File: src/rtl/wb_host_master.sv
// Wishbone classic single-transfer initiator: one command in, one bus cycle, one response out.
// Optional timeout/abort path is compiled in when WB_HOST_TIMEOUT_EN is defined.
module wb_host_master #(
  parameter int TIMEOUT_CYCLES = 255
) (
  input  logic        wb_clk_i,
  input  logic        wb_rst_i,
  input  logic        cmd_valid,
  output logic        cmd_ready,
  input  logic        cmd_we,
  input  logic [31:0] cmd_adr,
  input  logic [31:0] cmd_dat,
  input  logic [3:0]  cmd_sel,
  output logic        rsp_valid,
  input  logic        rsp_ready,
  output logic [31:0] rsp_dat,
  output logic        rsp_err,
  output logic        wbm_cyc_o,
  output logic        wbm_stb_o,
  output logic        wbm_we_o,
  output logic [31:0] wbm_adr_o,
  output logic [31:0] wbm_dat_o,
  output logic [3:0]  wbm_sel_o,
  input  logic [31:0] wbm_dat_i,
  input  logic        wbm_ack_i,
  output logic [1:0]  o_dbg_state
);

  // Handshakes: a command transfers on a rising edge where cmd_valid & cmd_ready;
  // a response transfers on a rising edge where rsp_valid & rsp_ready.
  typedef enum logic [1:0] {
    ST_IDLE = 2'd0,
    ST_BUS  = 2'd1,
    ST_RESP = 2'd2
  } state_t;

  state_t r_state;

  if (TIMEOUT_CYCLES < 1 || TIMEOUT_CYCLES > 65535) begin : g_bad_timeout
    $error("wb_host_master: TIMEOUT_CYCLES must lie in 1..65535");
  end

`ifdef WB_HOST_TIMEOUT_EN
  localparam logic [15:0] LP_TO_LAST = 16'(TIMEOUT_CYCLES - 1);
  logic [15:0] r_to_cnt;
  logic        r_rsp_err;
  logic        w_timeout;
  assign w_timeout = (r_to_cnt == LP_TO_LAST);
  assign rsp_err   = r_rsp_err;
`else
  assign rsp_err   = 1'b0;
`endif

  assign o_dbg_state = r_state;

  always_ff @(posedge wb_clk_i) begin
    if (wb_rst_i) begin
      r_state   <= ST_IDLE;
      cmd_ready <= 1'b1;
      rsp_valid <= 1'b0;
      rsp_dat   <= 32'd0;
      wbm_cyc_o <= 1'b0;
      wbm_stb_o <= 1'b0;
      wbm_we_o  <= 1'b0;
      wbm_adr_o <= 32'd0;
      wbm_dat_o <= 32'd0;
      wbm_sel_o <= 4'd0;
`ifdef WB_HOST_TIMEOUT_EN
      r_to_cnt  <= 16'd0;
      r_rsp_err <= 1'b0;
`endif
    end else begin
      case (r_state)
        ST_IDLE: begin
          if (cmd_valid) begin
            wbm_we_o  <= cmd_we;
            wbm_adr_o <= cmd_adr;
            wbm_dat_o <= cmd_dat;
            wbm_sel_o <= cmd_sel;
            wbm_cyc_o <= 1'b1;
            wbm_stb_o <= 1'b1;
            cmd_ready <= 1'b0;
            r_state   <= ST_BUS;
`ifdef WB_HOST_TIMEOUT_EN
            r_to_cnt  <= 16'd0;
`endif
          end
        end
        ST_BUS: begin
          // Ack is checked first so it wins over a timeout in the same cycle.
          if (wbm_ack_i) begin
            rsp_dat   <= wbm_we_o ? 32'd0 : wbm_dat_i;
            rsp_valid <= 1'b1;
            wbm_cyc_o <= 1'b0;
            wbm_stb_o <= 1'b0;
            r_state   <= ST_RESP;
`ifdef WB_HOST_TIMEOUT_EN
            r_rsp_err <= 1'b0;
          end else if (w_timeout) begin
            rsp_dat   <= 32'd0;
            r_rsp_err <= 1'b1;
            rsp_valid <= 1'b1;
            wbm_cyc_o <= 1'b0;
            wbm_stb_o <= 1'b0;
            r_state   <= ST_RESP;
          end else if (r_to_cnt != 16'hFFFF) begin
            r_to_cnt  <= r_to_cnt + 16'd1;
`endif
          end
        end
        ST_RESP: begin
          if (rsp_ready) begin
            rsp_valid <= 1'b0;
            cmd_ready <= 1'b1;
            r_state   <= ST_IDLE;
          end
        end
        default: begin
          rsp_valid <= 1'b0;
          wbm_cyc_o <= 1'b0;
          wbm_stb_o <= 1'b0;
          cmd_ready <= 1'b1;
          r_state   <= ST_IDLE;
        end
      endcase
    end
  end

endmodule

File: config.mk
export PLATFORM = sky130hd
export DESIGN_NAME = wb_host_master
export DESIGN_NICKNAME = d
export VERILOG_FILES = /design/src/rtl/wb_host_master.sv
export SDC_FILE = /design/constraint.sdc
export NUM_CORES = 1
export LEC_CHECK = 0
export BUFFER_PORTS_ARGS = -buffer_cell sky130_fd_sc_hd__buf_2
export CORE_MARGIN = 3
export CORE_UTILIZATION = 28
export DETAILED_ROUTE_END_ITERATION = 10
export GPL_TIMING_DRIVEN = 0
export SLEW_MARGIN = 5
export SYNTH_ARGS = -nofsm -noshare
export SYNTH_HDL_FRONTEND = slang
export SYNTH_SLANG_ARGS = --single-unit
File: constraint.sdc
create_clock -name wb_clk_i -period 2.2 [get_ports wb_clk_i]
set_input_delay 0.22 -clock wb_clk_i [delete_from_list [all_inputs] [get_ports wb_clk_i]]
set_output_delay 0.22 -clock wb_clk_i [all_outputs]
set_load 0.005 [all_outputs]
==> run summary <==
Hold path cells - 3
Post-synth top area share - 55.1%
Largest net degree at the start of global routing - 17
Post-CTS Setup Bufs - 0
Reg2reg setup slack - 0.53 ns
IO Count - 214
Placed instance area - 5130 um^2
Starting DRC count in detailed routing - 146
Hold Path Class - primary input to flop
Crit share post-route - 75.9%
Max Fanout on Critical Path - 10
Fmax - 599 MHz
Internal power - 3.33 mW
Pwr/cell area - 808 nW/um^2
Slew @ Worst Pin - 0.516 ns
Combinational group share of total power - 13.3%
Avg Synthesized Cell Area - 8.16 um^2
Antenna cells - 0
XOR/XNOR Fraction of Synth Area - 0%
Die H - 123 um
Vias in the first global route - 3618
Mux cell area share after synthesis - 0%
Cells on worst reg2reg path - 6
Clk sinks - 106
Yosys top cell by area - dfxtp_1
Slew headroom - 65.6%
Largest cells by area after synthesis - dfxtp_1 (55%), nand2_1 (17%), a21oi_1 (14%), nand3b_1 (6.4%), buf_2 (2.1%)
Setup crit start kind - flop
Number of max-cap violations - 0
Die width - 123 um
DR DRC count - 0
Gate count of the mapped netlist - 472
Final Core Density - 40.8%
Clock Latency Late Sink - 0.35 ns
Final setup fails - 0
Port Buffers - 211
Unrepaired setup endpoints after global routing - no
Critical path type - flop to flop
Post-Syn Nets - 578
Critical Path AT - 1.94 ns
Starting Density - 28.9%
Die area - 15200 um^2
Seq cells post-synth - 106
TritonCTS Buffers - 9
Largest family of logic cells by synthesized area - simple AND/OR/NAND/NOR gates
Clk pwr share - 39.1%
Status - complete, no violations
Sequential share of the synthesized area - 55.1%
Pre-Repair DR Iteration Count - 5
Worst Path Required - 2.47 ns
CTS tree - yes
Share of post-route cells with drive strength above 1 - 35.8%
Switching Share - 24.3%
First-pass GRT wire length - 17400 um
Core area - 13300 um^2
CTS root buf - clkbuf_16
Slew Limit Fails - 0
RD Place Congestion - 0.781
Gr ovfl total - 0
Post-layout nets - 800
Clk slew on worst S/H paths - 0.07 ns
Vias/cell - 4.39
Simple-Gate Fraction of Synth Area - 25.1%
Post-Route WL - 11300 um
Warnings from Yosys - 0
Post-synth cell types - 19
Pleak - 2.53 nW
Synth Area in Compound Gates - 14.2%
Final instance area - 5450 um^2
Tot Pwr - 4.40 mW
GR Util All Layers - 14.5%
Row Count - 42
Max VDD drop - 522 uV
Period minus WS final - 1.67 ns
Mapped Area - 3850 um^2
Clock buffer depth - 2
Reg power frac - 47.5%
DPL Wire Length - 8650 um
DR vias - 3844
Post-synthesis adder-cell area fraction - 0%
Layout area overhead - 41.5%
Final setup margin - 0.531 ns
Setup tns final - 0 ns
H-tree depth - 3
Hold buffer count at CTS - 0
Switching power - 1.07 mW
Initial antenna violation count - 0
DR WL/cell - 12.9 um
Final hold vios - 0
Antenna-violating nets left - 0
Element type at the critical path end - flop
Layout Skew - 0.00551 ns
Dpl ws - 0.443 ns
CTS resizes - 0
-- flip-flops by register name, indices dropped and copies added, names as in the netlist --
register	count
rsp_dat	32
wbm_adr_o	32
wbm_dat_o	32
wbm_sel_o	4
o_dbg_state	2
cmd_ready	1
rsp_valid	1
wbm_stb_o	1
wbm_we_o	1
-- critical path: stages, from the launching register on --
cell and delay (ns):
dfxtp_1 0.31, buf_2 0.17, nor3b_2 0.43, buf_4 0.28, buf_4 0.20, nand2_1 0.09
a21oi_1 0.12
-- kinds of logic after synthesis --
logic type      Yosys count
other cells               1
simple gates            216
buf+inv                  41
flops                   106
compound gates          108
-- synth_stat cells (all sizes together) --
library cell	n
nor4	1
nand2	170
buf	23
a2bb2oi	1
or3b	1
nand3b	33
o21ai	2
dfxtp	106
conb	1
clkbuf	18
a2111oi	1
nor3b	1
nor2b	2
nand2b	2
a21oi	104
nor2	5
and3b	1
-- worst paths after layout --
check / start / end
hold / removal: cmd_dat[0] / wbm_dat_o[0]
setup / recovery: o_dbg_state[0] / wbm_adr_o[27]
setup reg to reg: o_dbg_state[0] / wbm_adr_o[27]
hold reg to reg: wbm_sel_o[3] / wbm_sel_o[3]
-- metrics by stage --
stage / std cells / hold WS, ns
final: 875 / 0.104
after global routing: 875 / 0.0954
after global placement: 859 / 0.438
after floorplan: 472 / 0.334
after detailed placement: 859 / 0.441
after CTS: 875 / 0.0847
-- area by class of cell --
class / instances / area, um^2
fillers: 1465 / 7900
flip-flops and latches: 106 / 2120
multi-input cells: 325 / 1520
repair buffers: 211 / 1060
clock buffers: 11 / 243
well taps: 176 / 220
plain buffers: 41 / 211
clock inverters: 5 / 77.6
-- per-layer routing --
metal	vias up	part of all wire, %	track usage [%]
met1	1708	42	17.8
met4	0	2.4	6.30
met5	-	0	0
met2	136	46	22.9
met3	20	8.8	5.40
li1	1980	-	-
-- power groups by stage --
| stage | combinational (mW) | clock (mW) | sequential [mW] |
|---|---|---|---|
| 6_report | 0.586 | 1.72 | 2.09 |
| 4_1_cts | 0.599 | 1.79 | 2.09 |
| 2_1_floorplan | 0.284 | 0 | 2.15 |
| 3_5_place_dp | 0.597 | 0 | 2.14 |
| 3_3_place_gp | 0.596 | 0 | 2.13 |
| 5_1_grt | 0.669 | 1.84 | 2.11 |
-- cell usage in the layout (no fill, tap or decap), drive strengths merged --
| cell type | count |
|---|---|
| buf | 234 |
| bufinv | 2 |
| o21ai | 2 |
| conb | 1 |
| clkbuf | 29 |
| a2111oi | 1 |
| nand3b | 33 |
| clkinv | 2 |
| nand2 | 170 |
| nor2 | 5 |
| dfxtp | 106 |
| and3b | 1 |
| clkinvlp | 1 |
| nor3b | 1 |
| nor4 | 1 |
| nand2b | 2 |
| a2bb2oi | 1 |
| or3b | 1 |
| a21oi | 104 |
| nor2b | 2 |
Power figures use the tool's default switching activity.
